==> config.mk <==
export PLATFORM = sky130hd
export DESIGN_NAME = alu_exec_unit
export DESIGN_NICKNAME = d
export VERILOG_FILES = /design/src/rtl/alu_exec_unit.sv
export SDC_FILE = /design/constraint.sdc
export NUM_CORES = 1
export LEC_CHECK = 0
export ABC_AREA = 1
export BUFFER_PORTS_ARGS = -buffer_cell sky130_fd_sc_hd__clkbuf_2
export CAP_MARGIN = 20
export CORE_ASPECT_RATIO = 1.25
export CORE_UTILIZATION = 35
export CTS_BUF_LIST = sky130_fd_sc_hd__clkbuf_4
export CTS_CLUSTER_SIZE = 30
export DETAILED_ROUTE_END_ITERATION = 8
export PLACE_DENSITY_LB_ADDON = 0.3
export SETUP_SLACK_MARGIN = 0.15
export SYNTH_ARGS = -nofsm -noshare
export SYNTH_HDL_FRONTEND = slang
export SYNTH_SLANG_ARGS = --single-unit
==> constraint.sdc <==
create_clock -name clock -period 1.9 [get_ports clock]
set_input_delay 0.19 -clock clock [delete_from_list [all_inputs] [get_ports clock]]
set_output_delay 0.19 -clock clock [all_outputs]
set_load 0.05 [all_outputs]
==> src/rtl/alu_exec_unit.sv <==
// alu_exec_unit: execute-stage ALU.
//   Single-cycle add/sub/compare/logic ops, iterative shifts (SHIFT_STEP bits
//   per cycle), ready/valid on both sides, branch flags captured at accept.
// Ports:
//   clock, reset_n         - rising-edge clock, async active-low reset
//   in_valid/in_ready      - upstream handshake
//   alu_op                 - {inst[30], funct3}
//   op_a, op_b             - operands (op_b[4:0] = shift amount for shifts)
//   rd_in / rd_out         - destination tag, carried through
//   out_valid/out_ready    - downstream handshake
//   result                 - ALU result
//   flag_eq/flag_lt/flag_ltu - a==b, signed a<b, unsigned a<b
module alu_exec_unit #(
   parameter int SHIFT_STEP = 1
) (
   input  logic        clock,
   input  logic        reset_n,
   input  logic        in_valid,
   output logic        in_ready,
   input  logic [3:0]  alu_op,
   input  logic [31:0] op_a,
   input  logic [31:0] op_b,
   input  logic [4:0]  rd_in,
   output logic        out_valid,
   input  logic        out_ready,
   output logic [31:0] result,
   output logic        flag_eq,
   output logic        flag_lt,
   output logic        flag_ltu,
   output logic [4:0]  rd_out
);

   typedef enum logic [1:0] {IDLE, SHIFT, DONE} state_t;

   localparam logic [3:0] OP_SUB  = 4'b1000;
   localparam logic [3:0] OP_SLL  = 4'b0001;
   localparam logic [3:0] OP_SLT  = 4'b0010;
   localparam logic [3:0] OP_SLTU = 4'b0011;
   localparam logic [3:0] OP_XOR  = 4'b0100;
   localparam logic [3:0] OP_SRL  = 4'b0101;
   localparam logic [3:0] OP_SRA  = 4'b1101;
   localparam logic [3:0] OP_OR   = 4'b0110;
   localparam logic [3:0] OP_AND  = 4'b0111;

   localparam logic [4:0] STEP_W = 5'(SHIFT_STEP);

   state_t      state, next_state, accept_state;
   logic [31:0] val_q;      // result in DONE, shift working value in SHIFT
   logic [4:0]  rem_q;
   logic        left_q, arith_q;
   logic        eq_q, lt_q, ltu_q;
   logic [4:0]  rd_q;

   logic [31:0] alu_res, shifted;
   logic        is_shift, accept, last_step;
   logic        cmp_eq, cmp_lt, cmp_ltu;
   logic [4:0]  step_amt;

   assign cmp_eq   = (op_a == op_b);
   assign cmp_lt   = ($signed(op_a) < $signed(op_b));
   assign cmp_ltu  = (op_a < op_b);
   assign is_shift = (alu_op == OP_SLL) || (alu_op == OP_SRL) || (alu_op == OP_SRA);

   // Shift ops load op_a unshifted; the SHIFT state does the work, so an
   // amount of 0 simply delivers op_a.
   always_comb begin
      alu_res = op_a + op_b;
      case (alu_op)
         OP_SUB:                 alu_res = op_a - op_b;
         OP_SLT:                 alu_res = {31'd0, cmp_lt};
         OP_SLTU:                alu_res = {31'd0, cmp_ltu};
         OP_XOR:                 alu_res = op_a ^ op_b;
         OP_OR:                  alu_res = op_a | op_b;
         OP_AND:                 alu_res = op_a & op_b;
         OP_SLL, OP_SRL, OP_SRA: alu_res = op_a;
         default:                alu_res = op_a + op_b;
      endcase
   end

   // One shift step: full SHIFT_STEP, or the leftover remainder on the tail.
   // Arithmetic right shift of the working value keeps the original sign bit.
   assign last_step = (rem_q <= STEP_W);
   assign step_amt  = last_step ? rem_q : STEP_W;

   always_comb begin
      if (left_q)       shifted = val_q << step_amt;
      else if (arith_q) shifted = 32'($signed(val_q) >>> step_amt);
      else              shifted = val_q >> step_amt;
   end

   always_comb begin
      in_ready = 1'b0;
      case (state)
         IDLE:    in_ready = 1'b1;
         DONE:    in_ready = out_ready;   // back-to-back issue when draining
         default: in_ready = 1'b0;
      endcase
   end

   assign accept       = in_valid && in_ready;
   assign accept_state = (is_shift && (op_b[4:0] != 5'd0)) ? SHIFT : DONE;

   always_comb begin
      next_state = state;
      case (state)
         IDLE:    if (accept) next_state = accept_state;
         SHIFT:   if (last_step) next_state = DONE;
         DONE:    if (out_ready) next_state = accept ? accept_state : IDLE;
         default: next_state = IDLE;
      endcase
   end

   always_ff @(posedge clock or negedge reset_n) begin
      if (!reset_n) begin
         state   <= IDLE;
         val_q   <= '0;
         rem_q   <= '0;
         left_q  <= 1'b0;
         arith_q <= 1'b0;
         eq_q    <= 1'b0;
         lt_q    <= 1'b0;
         ltu_q   <= 1'b0;
         rd_q    <= '0;
      end else begin
         state <= next_state;
         if (accept) begin
            val_q   <= alu_res;
            rem_q   <= op_b[4:0];
            left_q  <= (alu_op == OP_SLL);
            arith_q <= (alu_op == OP_SRA);
            eq_q    <= cmp_eq;
            lt_q    <= cmp_lt;
            ltu_q   <= cmp_ltu;
            rd_q    <= rd_in;
         end else if (state == SHIFT) begin
            val_q <= shifted;
            rem_q <= rem_q - step_amt;
         end
      end
   end

   assign out_valid = (state == DONE);
   assign result    = val_q;
   assign flag_eq   = eq_q;
   assign flag_lt   = lt_q;
   assign flag_ltu  = ltu_q;
   assign rd_out    = rd_q;

endmodule

==> Implementation_results.wiki <==
{| class="wikitable"
! Metric !! Value
|-
| Worst setup path category || register to register
|-
| Most instantiated library cell after synthesis || nand2_1
|-
| Clock period minus worst slack || between 1.5 and 2 ns
|-
| Count of cells along the worst register-to-register path || 11
|-
| Clk Latency, worst-skew pair || between 0.4 and 0.5 ns
|-
| Most frequent cells after synthesis || nand2_1, inv_1, nor2_1, nand3_1, ha_1
|-
| Post-synthesis cell type with the largest combined area || nand2_1
|-
| Ordered list of cells on the worst path || inv_2, o21ai_4, nor2_4, buf_12, buf_6, nor2_4, nand2_2, buf_4, o22ai_1, a22oi_1, nand2_1
|-
| Placer Congestion || 0.967
|-
| Placed insts || between 2,000 and 2,500
|-
| Total Routed Length || between 30,000 and 40,000 um
|-
| Per-cell routed wire length || ~17 um
|-
| EDFF count, synth || 0
|-
| Final setup violation count || 0
|-
| Cell family with most CP delay || simple AND/OR/NAND/NOR gates
|-
| GRT Util Overall || around 29%
|-
| Fin Clk Skew || 0.0231 ns
|-
| Fraction of final layout cells with drive strength greater than 1 || 35.3%
|-
| DRT antenna net count || 0
|-
| DRC violation count after routing || 0
|-
| Peak supply drop || around 470 uV
|-
| Synth Warn # || 0
|-
| Status || finished clean
|-
| TritonCTS buffer count || 5
|-
| Initial antenna violation count || 1
|-
| Data arrival at the endpoint of the critical path || ~2.2 ns
|-
| Total Die Area || between 0.02 and 0.03 mm^2
|-
| Least setup slack across all paths after layout || ~0.1 ns
|-
| Number of nets produced by synthesis || 1,774
|-
| Number of gates on the worst path with buffers counted || 11
|-
| Worst-case clock buffer depth || 2
|-
| Flip-flop and latch count after synthesis || 49
|-
| Cell depth of the worst hold path || 3
|-
| Count of buffer and inverter cells on the critical path || 4
|-
| Sum of net half-perimeters after detailed placement || between 30,000 and 40,000 um
|-
| PD cells || 771 mW/mm^2
|-
| Area share of the leading cell type in the synthesized netlist || 19.1%
|-
| Most instantiated flip-flop cell in the synthesis netlist || dfrtp_1
|-
| Fill cell instance count of the final layout || 2,522
|-
| Type of element launching the critical path || register
|-
| Number of violations of the max-capacitance limit || 0
|-
| Leakage || between 7 and 8 nW
|-
| Endpoint class of the critical path || register
|-
| Floorplan row count || 65
|-
| Average via count per standard cell || between 5 and 6
|-
| Synthesized cell area || about 0.0090 mm^2
|-
| Aggregate negative setup slack || 0 ns
|-
| Global route total overflow || 0
|-
| Footprint of the flip-flops and latches || approximately 0.0012 mm^2
|-
| First-pass GRT wire length || between 50,000 and 60,000 um
|-
| Clock transition at the register clock pins on the worst setup and hold paths after CTS || about 0.18 ns
|-
| Iter 0 DRT Violations || 930
|-
| Non-filler instance count after layout || around 2,400
|-
| Maximum level of the CTS H-tree || 2
|-
| Port Buffer Count || approximately 120
|-
| Nets || 2,195
|-
| Area grow syn2layout || 53.2%
|-
| X dimension of the die || roughly 150 um
|-
| Top fanout value on the critical path || 7
|-
| Avg Inst Size Synth || roughly 5.7 um^2
|-
| Hold Violations, Final || 0
|-
| RSZ-0062 raised after global routing || true
|-
| Vias in the first global route || around 12,000
|-
| Max Clock Freq || roughly 550 MHz
|-
| Initial standard-cell utilization of the core || 35.7%
|-
| Number of cells produced by synthesis || 1,598
|-
| Largest net degree at the start of global routing || 50
|-
| Data required time of the worst path || 2.28 ns
|-
| Worst slack at placement || -0.473 ns
|-
| Max-slew violation total from the final report || 0
|-
| Yosys cell types || between 50 and 60
|-
| Critical path's largest stage delay || about 0.44 ns
|-
| Clock tree from TritonCTS || done
|-
| Share of flip-flops with an asynchronous set or reset after synthesis || between 90% and 100%
|-
| Relative slew slack || approximately 73%
|-
| Vias after detailed routing || about 12,000
|-
| Clock tree root buffer cell || clkbuf_4
|-
| Area of combinational cells with multiple inputs || approximately 0.0075 mm^2
|-
| Chip height || between 150 and 200 um
|-
| I/O pin total || ~120
|-
| Final cycle utilization of the critical path || 94.9%
|-
| Fraction of the yosys area taken by sequential cells || between 10% and 20%
|-
| Worst path slowest cell || dfrtp_2
|-
| Number of detailed-routing iterations run before antenna repair || 6
|-
| Placeable core area || ~0.025 mm^2
|-
| Largest cells by area after synthesis || nand2_1, dfrtp_1, ha_1, inv_1, nand3_1
|-
| Final core utilization || 54.7%
|-
| Worst slew pin tran || 0.400 ns
|-
| Count of clock tree sinks || 49
|-
| Worst min path class || input port to register
|-
| Most frequent cell on the critical path || nor2_4
|}
-- path summary, 6_finish.rpt --
check	startpoint	endpoint	slack, ns
min in group asynchronous	reset_n	state[0]$_DFFE_PN0P_	0.27
max	state[1]$_DFFE_PN0P_	result[24]$_DFFE_PN0P_	0.1
max in group asynchronous	reset_n	result[6]$_DFFE_PN0P_	1.36
max reg2reg	state[1]$_DFFE_PN0P_	result[24]$_DFFE_PN0P_	0.1
min	alu_op[2]	arith_q$_DFFE_PN0P_	0.09
min reg2reg	rd_out[4]$_DFFE_PN0P_	rd_out[4]$_DFFE_PN0P_	0.50
-- final cells by class --
class                   count  area share (%)
diodes                      1          0.0181
clock buffers               5           0.271
clock inverters             3           0.154
inverters                 280            7.68
multi-input cells        1209            54.1
flip-flops and latches     49            8.87
well taps                 335            3.03
repair buffers            474            25.9
-- logic make-up after synthesis --
logic type / share of synthesized area, %
buf+inv: 14.9
flops: 13.6
mux: 0.111
simple gates: 36.7
compound gates: 20.1
xor+xnor: 0.776
fa+ha+maj: 13.9
-- metrics by stage --
step                      instance area [um^2]  hold WS (ns)  power, mW
final                                    13800        0.0882       10.7
after global routing                     13800        0.0893       11.3
after CTS                                12700        0.0625       9.57
after detailed placement                 12300         0.210       8.77
after global placement                   12300         0.207       8.70
after floorplan                           9120        -0.106       6.18
-- cell usage in the layout (no fill, tap or decap), types with 9 or more instances in the layout --
master,instances
buf_4,324
a22oi_1,13
a21oi_2,32
dfrtp_1,48
ha_1,68
a21oi_1,55
nand2_2,36
o21bai_1,15
nand2_4,9
nor2_2,30
nand2_1,419
o22ai_1,64
nand4_1,11
o21ai_1,17
ha_4,26
o21ai_0,40
buf_12,13
inv_2,30
o211ai_1,16
nor2_4,12
nor3_1,13
nor2_1,124
nand3_2,17
nand3_1,111
inv_1,247
clkbuf_2,117
-- tightest hold or removal path, cell delays in order --
cell	delay (ns)
clkbuf_2	0.11
nand3_1	0.10
o21ai_0	0.08
-- layer usage --
| metal | part of all wire (%) | vias to the layer above | wire length [um] | track usage, % |
|---|---|---|---|---|
| li1 | - | 6005 | - | - |
| met1 | 43 | 5725 | 17000 | 35.8 |
| met2 | 48 | 510 | 19100 | 50.5 |
| met3 | 5.5 | 106 | 2180 | 2.89 |
| met4 | 3.7 | 0 | 1460 | 10.9 |
| met5 | 0 | - | 0 | 0 |
-- sequential cells by signal, summed over array words and instances, names as in the netlist --
signal	count
flag_ltu	1
rd_out	5
flag_lt	1
left_q	1
result	32
rem_q	5
arith_q	1
state	2
flag_eq	1
-- power breakdown --
group	leakage (nW)	total, mW	switching [mW]	internal [mW]
Combinational	6.77	8.04	5.00	3.04
Sequential	0.598	2.04	0.547	1.50
Clock	0.0316	0.576	0.429	0.147
-- timing repair --
| action | CTS | global route |
|---|---|---|
| cloned | 1 | 5 |
| resized for setup | 56 | 201 |
| endpoints found under the hold margin | 55 | 0 |
| hold buffers | 7 | 0 |
| pin swaps | 5 | 57 |
| setup endpoints to repair | 24 | 33 |
| setup buffers | 4 | 25 |
(Power assumes the default switching activity.)
